<file path="config.mk">
export PLATFORM = sky130hd
export DESIGN_NAME = ofmap_requant_pipe
export DESIGN_NICKNAME = d
export VERILOG_FILES = /design/src/rtl/ai_accel_pkg.sv /design/src/rtl/ofmap_requant_lane.sv /design/src/rtl/ofmap_requant_pipe.sv
export SDC_FILE = /design/constraint.sdc
export NUM_CORES = 1
export LEC_CHECK = 0
export CELL_PAD_IN_SITES_DETAIL_PLACEMENT = 1
export CELL_PAD_IN_SITES_GLOBAL_PLACEMENT = 2
export CORE_MARGIN = 1.5
export CORE_UTILIZATION = 31
export DETAILED_ROUTE_END_ITERATION = 10
export GPL_ROUTABILITY_DRIVEN = 0
export PLACE_DENSITY = 0.75
export SYNTH_ARGS = -nofsm -noshare
export SYNTH_HDL_FRONTEND = slang
export SYNTH_SLANG_ARGS = --single-unit
</file>
<file path="constraint.sdc">
create_clock -name clk -period 7.8 [get_ports clk]
set_input_delay 1.56 -clock clk [delete_from_list [all_inputs] [get_ports clk]]
set_output_delay 1.56 -clock clk [all_outputs]
set_load 0.02 [all_outputs]
</file>
<file path="src/rtl/ai_accel_pkg.sv">
// rtl/ai_accel_pkg.sv - shared activation codes and saturation helper for the ofmap requant path
package ai_accel_pkg;

  localparam logic [1:0] ACT_LINEAR = 2'd0;
  localparam logic [1:0] ACT_RELU   = 2'd1;
  localparam logic [1:0] ACT_CLAMP  = 2'd2;
  localparam logic [1:0] ACT_LEAKY  = 2'd3;

  localparam int LEAKY_SHIFT = 3;

  // Clamp a sign-extended value into the signed range of 'width' bits.
  function automatic logic signed [63:0] sat_signed(input logic signed [63:0] value,
                                                    input int width);
    logic signed [63:0] hi;
    logic signed [63:0] lo;
    hi = (64'sd1 <<< (width - 1)) - 64'sd1;
    lo = -(64'sd1 <<< (width - 1));
    if (value > hi)
      return hi;
    else if (value < lo)
      return lo;
    else
      return value;
  endfunction

endpackage

</file>
<file path="src/rtl/ofmap_requant_lane.sv">
// rtl/ofmap_requant_lane.sv - one lane: bias add (S1), round-shift/activation/saturate (S2)
module ofmap_requant_lane
  import ai_accel_pkg::*;
#(
  parameter int ACC_WIDTH   = 16,
  parameter int DATA_WIDTH  = 8,
  parameter int BIAS_WIDTH  = 16,
  parameter int SHIFT_WIDTH = 4
) (
  input  logic                         clk,
  input  logic                         rst,
  input  logic                         load_s1,
  input  logic                         load_s2,
  input  logic signed [ACC_WIDTH-1:0]  acc,
  input  logic signed [BIAS_WIDTH-1:0] bias,
  input  logic [SHIFT_WIDTH-1:0]       shift,
  input  logic [1:0]                   act_mode,
  input  logic [DATA_WIDTH-1:0]        clamp_max,
  output logic signed [DATA_WIDTH-1:0] data,
  output logic                         sat_next
);

  localparam int BW = ACC_WIDTH + 1;
  localparam int RW = ACC_WIDTH + 2;

  logic signed [BW-1:0]         b_d;
  logic signed [BW-1:0]         b_q;
  logic signed [RW-1:0]         b_ext;
  logic signed [RW-1:0]         rnd;
  logic signed [RW-1:0]         r;
  logic signed [RW-1:0]         clamp_ext;
  logic signed [RW-1:0]         act;
  logic signed [63:0]           wide;
  logic signed [63:0]           sat_w;
  logic signed [DATA_WIDTH-1:0] data_d;

  assign b_d = BW'(acc) + BW'(bias);

  // shift and mode come from the S1 cfg registers, so they belong to the beat held in b_q
  always_comb begin
    b_ext     = RW'(b_q);
    rnd       = '0;
    r         = b_ext;
    clamp_ext = RW'({1'b0, clamp_max});
    if (shift != '0) begin
      rnd = RW'(1) <<< (shift - SHIFT_WIDTH'(1));
      r   = (b_ext + rnd) >>> shift;
    end
    case (act_mode)
      ACT_RELU:  act = r[RW-1] ? '0 : r;
      ACT_CLAMP: act = r[RW-1] ? '0 : ((r > clamp_ext) ? clamp_ext : r);
      ACT_LEAKY: act = r[RW-1] ? (r >>> LEAKY_SHIFT) : r;
      default:   act = r;
    endcase
    wide     = 64'(act);
    sat_w    = sat_signed(wide, DATA_WIDTH);
    sat_next = (sat_w != wide);
    data_d   = sat_w[DATA_WIDTH-1:0];
  end

  always_ff @(posedge clk or posedge rst) begin
    if (rst) begin
      b_q  <= '0;
      data <= '0;
    end else begin
      if (load_s1)
        b_q <= b_d;
      if (load_s2)
        data <= data_d;
    end
  end

endmodule

</file>
<file path="src/rtl/ofmap_requant_pipe.sv">
// rtl/ofmap_requant_pipe.sv - two-stage requant/activation stream stage with backpressure and saturation count
module ofmap_requant_pipe
  import ai_accel_pkg::*;
#(
  parameter int NUM_CH      = 4,
  parameter int ACC_WIDTH   = 16,
  parameter int DATA_WIDTH  = 8,
  parameter int BIAS_WIDTH  = 16,
  parameter int SHIFT_WIDTH = 4,
  parameter int CNT_WIDTH   = 16
) (
  input  logic                           clk,
  input  logic                           rst,
  input  logic [1:0]                     cfg_act_mode,
  input  logic [SHIFT_WIDTH-1:0]         cfg_shift,
  input  logic [NUM_CH*BIAS_WIDTH-1:0]   cfg_bias,
  input  logic [DATA_WIDTH-1:0]          cfg_clamp_max,
  input  logic [NUM_CH*ACC_WIDTH-1:0]    in_data,
  input  logic                           in_valid,
  input  logic                           in_last,
  output logic                           in_ready,
  output logic [NUM_CH*DATA_WIDTH-1:0]   out_data,
  output logic                           out_valid,
  output logic                           out_last,
  input  logic                           out_ready,
  input  logic                           sat_clr,
  output logic [CNT_WIDTH-1:0]           sat_count,
  output logic                           busy
);

  logic                   adv;
  logic                   accept;
  logic                   load_s2;
  logic                   s1_valid;
  logic                   s1_last;
  logic                   s2_valid;
  logic                   s2_last;
  logic [1:0]             s1_mode;
  logic [SHIFT_WIDTH-1:0] s1_shift;
  logic [DATA_WIDTH-1:0]  s1_clamp;
  logic [NUM_CH-1:0]      lane_sat;

  // Whole pipeline moves in lockstep; it only freezes when the held output is refused.
  assign adv       = !s2_valid | out_ready;
  assign in_ready  = adv;
  assign accept    = in_valid & adv;
  assign load_s2   = adv & s1_valid;
  assign out_valid = s2_valid;
  assign out_last  = s2_last;
  assign busy      = s1_valid | s2_valid;

  always_ff @(posedge clk or posedge rst) begin
    if (rst) begin
      s1_valid <= 1'b0;
      s1_last  <= 1'b0;
      s2_valid <= 1'b0;
      s2_last  <= 1'b0;
      s1_mode  <= ACT_LINEAR;
      s1_shift <= '0;
      s1_clamp <= '0;
    end else begin
      if (adv) begin
        s1_valid <= in_valid;
        s1_last  <= in_valid & in_last;
        s2_valid <= s1_valid;
        s2_last  <= s1_valid & s1_last;
      end
      if (accept) begin
        s1_mode  <= cfg_act_mode;
        s1_shift <= cfg_shift;
        s1_clamp <= cfg_clamp_max;
      end
    end
  end

  always_ff @(posedge clk or posedge rst) begin
    if (rst)
      sat_count <= '0;
    else if (sat_clr)
      sat_count <= '0;
    else if (load_s2 && (|lane_sat) && (sat_count != {CNT_WIDTH{1'b1}}))
      sat_count <= sat_count + CNT_WIDTH'(1);
  end

  for (genvar i = 0; i < NUM_CH; i++) begin : g_lane
    ofmap_requant_lane #(
      .ACC_WIDTH  (ACC_WIDTH),
      .DATA_WIDTH (DATA_WIDTH),
      .BIAS_WIDTH (BIAS_WIDTH),
      .SHIFT_WIDTH(SHIFT_WIDTH)
    ) u_lane (
      .clk      (clk),
      .rst      (rst),
      .load_s1  (accept),
      .load_s2  (load_s2),
      .acc      (in_data[i*ACC_WIDTH +: ACC_WIDTH]),
      .bias     (cfg_bias[i*BIAS_WIDTH +: BIAS_WIDTH]),
      .shift    (s1_shift),
      .act_mode (s1_mode),
      .clamp_max(s1_clamp),
      .data     (out_data[i*DATA_WIDTH +: DATA_WIDTH]),
      .sat_next (lane_sat[i])
    );
  end

endmodule

</file>
==> results.py, run 1 <==
metrics = {
    "critical_path": {
        "crit_path_start": "s1_shift[1]",
        "cp_slowest_stage_delay_ns": 0.55,
        "cp-start-kind": "flip-flop",
        "r2r_cells": 35,
        "ff2ff_setup_slack_ns": 0.17,
        "path_max_fanout": 7,
        "crit_family": "simple AND/OR/NAND/NOR gates",
        "crit_type": "reg2reg",
        "crit_buf_inv": 5,
        "cp.depth": 35,
        "end_kind": "flip-flop",
        "crit_path_top_delay_cell": "dfrtp_4",
        "reg2reg_from": "s1_shift[1]",
        "crit_path_end": "sat_count[4]",
        "worstPathRequired_ns": 8.15,
        "critPathArrivalTime_ns": 7.98,
        "r2r_end": "sat_count[4]",
    },
    "detailed_routing": {
        "detail-route-antenna-nets": 0,
        "vias": 24700,
        "drc": 0,
        "wl_um": 98900,
        "first_pass_iters": 6,
        "wl_per_cell_um": 24.7,
        "drt_iter0_drc": 2332,
        "viasPerCell": 6.18,
    },
    "synthesis": {
        "synthArstFlopShare_pct": 100,
        "synth.avg_cell_area_um2": 7.41,
        "synth_top_cell_area_share_pct": 16.4,
        "syn_area_mm2": 0.0205,
        "synth_nets": 3075,
        "synth_warnings": 0,
        "synth.area.top_cells": "dfrtp_1 (16%), ha_1 (9.6%), o21ai_0 (6.0%)",
        "synth-xor-area-share_pct": 4.99,
        "syn_inst": 2766,
        "synthFlopType": "dfrtp_1",
        "synth_simple_gate_area_share_pct": 21.1,
        "synth_compound_area_share_pct": 35.7,
        "ys_seq_area_share_pct": 16.4,
        "synthDistinctLibCells": 117,
        "synth_edf_count": 0,
        "synthMuxAreaShare_pct": 6.32,
        "synth-seq-cells": 134,
        "yosys.area_share.adder_pct": 9.98,
        "synth_top_cell_by_area": "dfrtp_1",
        "synth_top_family_by_area": "compound AO/OA/AOI/OAI gates",
    },
    "worst_hold_path": {
        "hold_path.class": "reg2reg",
    },
    "run": {
        "maxCapViolations": 0,
    },
    "die": {
        "core.rowCount": 94,
        "die_h_um": 260,
        "num_io_pins": 200,
        "die-area_mm2": 0.0676,
        "start_util_pct": 31.2,
        "coreArea_mm2": 0.0656,
        "die_x_um": 260,
    },
    "power_and_ir_drop": {
        "powerDensity_mw_per_mm2": 265,
        "switching_share_pct": 52.0,
        "max-vdd-ir-drop_mv": 0.143,
        "intPower_w": 0.00342,
        "p_leak_nw": 10.9,
        "p_switching_w": 0.00370,
        "seqPwrFrac_pct": 16.0,
        "clock_power_share_pct": 11.8,
        "combPwrFrac_pct": 72.2,
    },
    "sta": {
        "fin_skew_ns": 0.0186,
        "period_share_pct": 97.8,
        "period_needed_ns": 7.63,
        "worstMarginPinSlew_ns": 1.10,
        "rsz0062_at_grt": "yes",
        "drv_slew": 0,
        "max_freq_mhz": 131,
        "hold_viol": 0,
        "holdWs_ns": 0.484,
        "setup_violations": 0,
        "relSlewSlack_pct": 26.6,
    },
    "clock_network": {
        "cts_buffer_depth": 2,
        "clk_pin_slew_ns": 0.07,
        "clock_sinks": 134,
        "cts_max_level": 4,
        "clk_latency_ns": 0.51,
        "cts-root-buf": "clkbuf_16",
        "cts_buffers": 17,
        "cts_tree": "yes",
    },
    "finish": {
        "syn_to_final_growth_pct": 31.3,
        "layout.nets": 3434,
        "drive_above_1_share_pct": 20.0,
        "final_util_pct": 41.0,
        "diodes": 0,
        "layout.cells.most_common": "nand2_1",
        "mostFrequentLayoutCells": "nand2_1 (294), buf_4 (285), o21ai_0 (234)",
    },
    "outcome": {
        "outcome": "completed",
    },
    "global_routing": {
        "grt-ovfl-total": 0,
        "grt_pass1_wl_um": 148000,
        "antenna_found_initial": 0,
        "first_global_vias": 24400,
        "grt_max_degree": 75,
        "track_usage_pct": 28.4,
    },
    "placed_design": {
        "dpl.hpwl_um": 76500,
        "io_buffer_count": 199,
    },
}
-- metrics by stage --
step,setup WS [ns],total power (W),std cells,setup TNS (ns),instance area [um^2]
6_report,0.170,0.00713,4002,0,26900
5_1_grt,-0.137,0.00756,4002,-0.936,26900
4_1_cts,0.00624,0.00673,3957,0,25700
3_5_place_dp,-0.572,0.00582,3914,-8.36,24900
3_3_place_gp,-0.393,0.00570,3914,-5.72,24900
2_1_floorplan,0.00123,0.00386,2766,0,20500
-- what timing repair did --
| item | 4_1_cts | 5_1_grt |
|---|---|---|
| resized for setup | 16 | 200 |
| gates cloned | 0 | 3 |
| hold buffers | 0 | 0 |
| buffers inserted | 11 | 43 |
| pin swaps | 6 | 51 |
| setup endpoints to repair | 16 | 24 |
-- registers in the layout, indices dropped and copies added, names as in the netlist --
signal and cells:
s1_mode 2, out_last 1, g_lane.u_lane.b_q 68, out_valid 1
s1_shift 4, s1_valid 1, g_lane.u_lane.data 32, sat_count 16
s1_clamp 8, s1_last 1
-- cells in the mapped netlist (all sizes together) (42+ instances only) --
| cell | instances |
|---|---|
| a21oi | 232 |
| mux2 | 60 |
| dfrtp | 134 |
| nand2 | 304 |
| o211ai | 54 |
| nor3 | 42 |
| nand3 | 67 |
| xnor2 | 81 |
| nor2 | 200 |
| clkbuf | 126 |
| o21ai | 270 |
| a211oi | 46 |
| inv | 114 |
| ha | 157 |
| buf | 50 |
-- power groups by stage --
stage	logic (W)	registers, W	clock network [W]
final	0.00514	0.00114	0.000840
after global routing	0.00550	0.00116	0.000892
after global placement	0.00456	0.00114	0
after floorplan	0.00279	0.00107	0
after CTS	0.00473	0.00113	0.000866
after detailed placement	0.00467	0.00115	0
-- kinds of logic after synthesis --
kind of cell,count (synthesis)
buffers and inverters,293
DFF,134
muxes,109
adders and majority gates,161
AOI/OAI and AO/OA,1075
and+or+nand+nor,879
xor gates and xnor gates,115
-- area by class of cell --
class | count | area [um^2]
clock buffers | 17 | 425
clock inverters | 15 | 163
fillers | 7931 | 38700
inverters | 117 | 448
multi-input cells | 2339 | 16800
flip-flops and latches | 134 | 3360
well taps | 864 | 1080
repair buffers | 516 | 4600
-- per-layer routing --
layer  global-route usage [%]  vias to the layer above  part of all wire [%]
met5                        0                        -                     0
met4                     12.5                        0                   4.1
met3                     4.73                      230                   7.7
met2                     43.7                     1059                    44
met1                     38.9                    12200                    44
li1                         -                    11300                     -
-- worst reg2reg max path, delay by kind of cell, from the launching register on --
family / cells / cell delay (ns)
buffers and inverters: 5 / 0.99
adders and majority gates: 2 / 0.43
and+or+nand+nor: 13 / 2.57
xor gates and xnor gates: 1 / 0.15
muxes: 1 / 0.33
DFF: 1 / 0.55
AOI/OAI and AO/OA: 13 / 2.43
-- worst min path at each step --
stage,startpoint,to,slack [ns],depth (start not counted)
floorplan,s1_last,s1_last,0.44,2
global placement,s1_last,s1_last,0.45,2
detailed placement,s1_last,s1_last,0.47,2
CTS,s1_last,s1_last,0.49,2
global route,s1_last,s1_last,0.51,2
finish,s1_last,s1_last,0.48,2
Power figures use the tool's default switching activity.
==> inputs of run 2 (changes only) <==
- ABC_CLOCK_PERIOD_IN_PS: not set -> 7800
==> results of run 2 <==
Same layout as run 1: the final DEF is identical, and so are final timing and power.
==> inputs of run 3 (changes only) <==
- CORE_ASPECT_RATIO: not set -> 1.75
==> run 3 against run 2 <==
Compared with the run above: global-route usage grew 2.0 points; non-clock buffer count grew 22; largest cell class unchanged; cell count grew 1.0%; via count grew 2.1%.
==> results.py, run 3 (synthesis gave the netlist of run 1 again) <==
metrics = {
    "clock_network": {
        "cts_buffer_depth": 2,
        "clock_sinks": 134,
        "cts_max_level": 4,
        "cts_tree": "yes",
        "cts-root-buf": "clkbuf_16",
        "clk_latency_ns": 0.49,
        "clk_pin_slew_ns": 0.07,
        "cts_buffers": 17,
    },
    "detailed_routing": {
        "viasPerCell": 6.24,
        "drc": 0,
        "drt_iter0_drc": 1770,
        "detail-route-antenna-nets": 0,
        "vias": 25300,
        "wl_per_cell_um": 26.3,
        "wl_um": 106000,
        "first_pass_iters": 8,
    },
    "critical_path": {
        "critPathArrivalTime_ns": 8.10,
        "path_max_fanout": 20,
        "end_kind": "flip-flop",
        "cp_slowest_stage_delay_ns": 0.64,
        "cp-start-kind": "flip-flop",
        "worstPathRequired_ns": 8.14,
        "worst_path_most_repeated_cell": "buf_4",
        "crit_type": "reg2reg",
        "crit_path_top_delay_cell": "o21ai_0",
    },
    "sta": {
        "hold_viol": 0,
        "setup_violations": 0,
        "drv_slew": 0,
        "relSlewSlack_pct": 41.2,
        "period_share_pct": 99.4,
        "worstMarginPinSlew_ns": 0.860,
        "holdWs_ns": 0.484,
        "max_freq_mhz": 129,
        "fin_skew_ns": 0.0110,
        "period_needed_ns": 7.76,
    },
    "power_and_ir_drop": {
        "p_total_w": 0.00728,
        "p_leak_nw": 11.1,
        "powerDensity_mw_per_mm2": 268,
        "max-vdd-ir-drop_mv": 0.151,
    },
    "finish": {
        "largestRegisters": "g_lane.u_lane.b_q (68), g_lane.u_lane.data (32), sat_count (16)",
        "syn_to_final_growth_pct": 32.7,
        "top_register": "g_lane.u_lane.b_q",
        "drive_above_1_share_pct": 20.8,
        "layout.nets": 3456,
        "largest_register_ffs": 68,
        "final_util_pct": 41.6,
        "mostFrequentLayoutCells": "buf_4 (317), nand2_1 (296), o21ai_0 (233)",
        "layout.cells.most_common": "buf_4",
    },
    "placed_design": {
        "io_buffer_count": 199,
        "dpl.hpwl_um": 83000,
    },
    "outcome": {
        "outcome": "completed",
    },
    "global_routing": {
        "first_global_vias": 26100,
        "antenna_found_initial": 3,
        "grt_max_degree": 148,
        "grt_pass1_wl_um": 157000,
        "grt-ovfl-total": 0,
        "track_usage_pct": 30.5,
    },
    "die": {
        "start_util_pct": 31.4,
        "die_h_um": 343,
        "core.rowCount": 124,
        "die_x_um": 197,
        "num_io_pins": 200,
        "coreArea_mm2": 0.0653,
        "die-area_mm2": 0.0677,
    },
    "run": {
        "maxCapViolations": 0,
    },
    "worst_hold_path": {
        "hold_path.class": "reg2reg",
    },
}
## run 3: changes by cell type in the layout (fill, tap and decap cells not counted), moves of 5 or more
| cell | previous run | this run |
|---|---|---|
| buf_4 | 285 | 317 |
| buf_6 | 19 | 13 |
| ha_1 | 141 | 135 |
| ha_2 | 7 | 12 |
| inv_6 | 7 | 1 |
## run 3: where the power goes
| group | leakage [nW] | switching (W) | internal [W] |
|---|---|---|---|
| clock | 0.288 | 0.000357 | 0.000530 |
| combinational | 9.21 | 0.00310 | 0.00214 |
| sequential | 1.61 | 0.000284 | 0.000867 |
| total | 11.1 | 0.00374 | 0.00354 |
## run 3: area by class of cell
cell class | count | area, um^2
Tap cell | 882 | 1100
Clock inverter | 13 | 183
Multi-Input combinational cell | 2339 | 17000
Fill cell | 7936 | 38100
Inverter | 117 | 444
Sequential cell | 134 | 3360
Antenna cell | 3 | 7.51
Timing Repair Buffer | 538 | 4690
Clock buffer | 18 | 429
## run 3: metrics by stage
stage,cells,setup WS (ns),setup TNS [ns],cell area (um^2)
global route,4044,-0.248,-2.49,27200
global placement,3951,-0.425,-6.16,25100
floorplan,2766,0.00123,0,20500
detailed placement,3951,-0.581,-8.77,25100
finish,4044,0.0436,0,27200
CTS,3997,0.00237,0,26000
## run 3: repair_timing
item,4_1_cts,5_1_grt
setup buffers,15,44
hold buffers,0,0
gates resized for setup,54,176
pin swaps,3,51
endpoints found under the setup margin,16,23
## run 3: per-layer routing
metal	vias to the layer above	part of all wire (%)	GRT usage (%)
li1	11300	-	-
met1	12300	36	31.6
met2	1207	49	53.1
met3	480	5.9	5.50
met4	4	9.5	25.7
met5	-	0.024	0
## run 3: final timing paths
path	from	end	slack [ns]	cells past startpoint
worst max-delay path	s1_shift[2]	sat_count[12]	0.04	36
worst min-delay path	s1_last	s1_last	0.48	2
worst max register to register	s1_shift[2]	sat_count[12]	0.04	36
worst min register to register	s1_last	s1_last	0.48	2
max in group asynchronous	rst	s1_shift[1]	5.15	3
min in group asynchronous	rst	g_lane[3].u_lane.b_q[4]	1.47	2
## run 3: critical path: cells and delay by family (launching register included)
family,cells,cell delay (ns)
buffers and inverters,7,1.10
adders and majority gates,2,0.45
DFF,1,0.45
xor gates and xnor gates,2,0.56
AOI/OAI and AO/OA,15,3.09
muxes,2,0.42
and+or+nand+nor,8,1.48
==> RTL edit: new RTL, config.mk and constraints of run 3 <==
Register the inputs `cfg_act_mode`, `cfg_shift`, `cfg_bias` and `cfg_clamp_max` before use, with the module's reset. The logic sees them one clock later. The other inputs are not delayed to match.
--- a/src/rtl/ofmap_requant_pipe.sv
+++ b/src/rtl/ofmap_requant_pipe.sv
@@ -28,4 +28,23 @@
   output logic                           busy
 );
+
+  logic [1:0] cfg_act_mode_q;
+  logic [SHIFT_WIDTH-1:0] cfg_shift_q;
+  logic [NUM_CH*BIAS_WIDTH-1:0] cfg_bias_q;
+  logic [DATA_WIDTH-1:0] cfg_clamp_max_q;
+
+  always_ff @(posedge clk or posedge rst) begin
+    if (rst) begin
+      cfg_act_mode_q  <= '0;
+      cfg_shift_q     <= '0;
+      cfg_bias_q      <= '0;
+      cfg_clamp_max_q <= '0;
+    end else begin
+      cfg_act_mode_q  <= cfg_act_mode;
+      cfg_shift_q     <= cfg_shift;
+      cfg_bias_q      <= cfg_bias;
+      cfg_clamp_max_q <= cfg_clamp_max;
+    end
+  end
 
   logic                   adv;
@@ -67,7 +86,7 @@
       end
       if (accept) begin
-        s1_mode  <= cfg_act_mode;
-        s1_shift <= cfg_shift;
-        s1_clamp <= cfg_clamp_max;
+        s1_mode  <= cfg_act_mode_q;
+        s1_shift <= cfg_shift_q;
+        s1_clamp <= cfg_clamp_max_q;
       end
     end
@@ -95,5 +114,5 @@
       .load_s2  (load_s2),
       .acc      (in_data[i*ACC_WIDTH +: ACC_WIDTH]),
-      .bias     (cfg_bias[i*BIAS_WIDTH +: BIAS_WIDTH]),
+      .bias     (cfg_bias_q[i*BIAS_WIDTH +: BIAS_WIDTH]),
       .shift    (s1_shift),
       .act_mode (s1_mode),
Behaviour: not the same (a bounded check fails within 4 cycles, from zero or initial values and one cycle with rst high).
==> RTL edit against run 3 <==
- the flow now finishes with violations (design-rule violations)
- final area increased by 16%
- count of clock-buffer cells in the layout increased by 14
- sequential power increased by 38%
- sequential cell count increased by 78
- wire length increased by 8.0%
- area after synthesis increased by 11%
- sequential share of layout area increased by 4.4 points
- power increased by 20%
- synthesized cell count increased by 4.6%
- global-route usage decreased by 0.94 points
- worst setup slack improved by 56 ps
- highest routed layer is now met4
==> RTL edit: results (changes against run 3) <==
| Metric | Value |
|---|---|
| Outcome | complete, but fails checks (was finished clean) |
| Failing checks | design-rule violations |
| Overall Global Routing Usage | 29.53% (was 30.47%) |
| Dpl ws | -389.4 ps (was -581.3 ps) |
| R2R Path Start | s1_shift[0] (was s1_shift[2]) |
| Delay-heaviest family, CP | simple AND/OR/NAND/NOR gates (was compound AO/OA/AOI/OAI gates) |
| XOR/XNOR Fraction of Synth Area | 3.937% (was 4.991%) |
| Clock skew | 21.80 ps (was 10.95 ps) |
| Vias in the first global route | 29.00k (was 26.10k) |
| DRC Markers | 28 (was 0) |
| Biggest regs | g_lane.u_lane.b_q (68), cfg_bias_q (64), g_lane.u_lane.data (32) (was g_lane.u_lane.b_q (68), g_lane.u_lane.data (32), sat_count (16)) |
| Sequential-to-total area share from yosys stat | 23.38% (was 16.37%) |
| First-pass GRT wire length | 172200 microns (was 157200 microns) |
| Slowest CP cell | or4b_1 (was o21ai_0) |
| Min-delay src | cfg_clamp_max_q[7] (was s1_last) |
| DP Wirelength | 90950 microns (was 82960 microns) |
| Hold path depth | 1 (was 2) |
| CP max stage delay | 670 ps (was 640 ps) |
| Cts bufs inserted | 24 (was 17) |
| Flop2flop setup slack | 100 ps (was 40 ps) |
| Mux share of post-synthesis cell area | 5.855% (was 6.322%) |
| Arr. time, crit path | 8200 ps (was 8100 ps) |
| P_leak | 13.49 nW (was 11.11 nW) |
| Psw | 4.173 mW (was 3.745 mW) |
| Comb. pwr | 6.01 mW (was 5.24 mW) |
| Mapped Nets | 3203 (was 3075) |
| Initial antenna violation count | 2 (was 3) |
-- RTL edit: cell count changes after synthesis, moves of 9 or more --
cell,delta
nor3_1,+14
mux2i_1,-12
nand2_1,+12
a21oi_1,+20
mux4_2,+12
o21ai_0,-25
nor4_1,+11
inv_1,+11
a21o_1,+16
dfrtp_1,+78
nand2b_1,-9
a211oi_1,+9
a31oi_1,+22
-- RTL edit: final cells by class --
class,instances,area [sq um]
Antenna cell,1,2.502
Clock buffer,32,691.9
Clock inverter,7,67.56
Fill cell,8680,40990
Inverter,126,489.2
Multi-Input combinational cell,2378,17350
Sequential cell,212,5310
Tap cell,931,1165
Timing Repair Buffer,781,6548
-- RTL edit: per-stage QoR --
step | std cells | hold WS, ps | util [%] | power, mW | area, sq um
4_1_cts | 4440 | 473.0 | 41.87 | 8.321 | 30400
5_1_grt | 4467 | 496.9 | 43.54 | 9.217 | 31620
2_1_floorplan | 2894 | 439.6 | - | 4.440 | 22810
3_3_place_gp | 4395 | 454.2 | 40.50 | 6.888 | 29410
3_5_place_dp | 4395 | 459.6 | 40.50 | 7.054 | 29410
6_report | 4468 | 464.4 | 43.55 | 8.754 | 31620
-- RTL edit: what timing repair did --
item                                    CTS  global route
hold endpoints to repair                  0             0
buffers inserted                          6            25
pin swaps                                 7            59
endpoints found under the setup margin   16            16
gates resized for setup                  40           207
gates cloned                              0             2
-- RTL edit: layer usage --
metal,up-vias,routed length (microns),track usage [%],share of wire (%)
met5,-,0,0,0
met4,0,11730,26.04,10
met3,531,7268,4.817,6.3
met2,1234,54980,51.20,48
met1,13260,40680,30.93,35
li1,12170,-,-,-
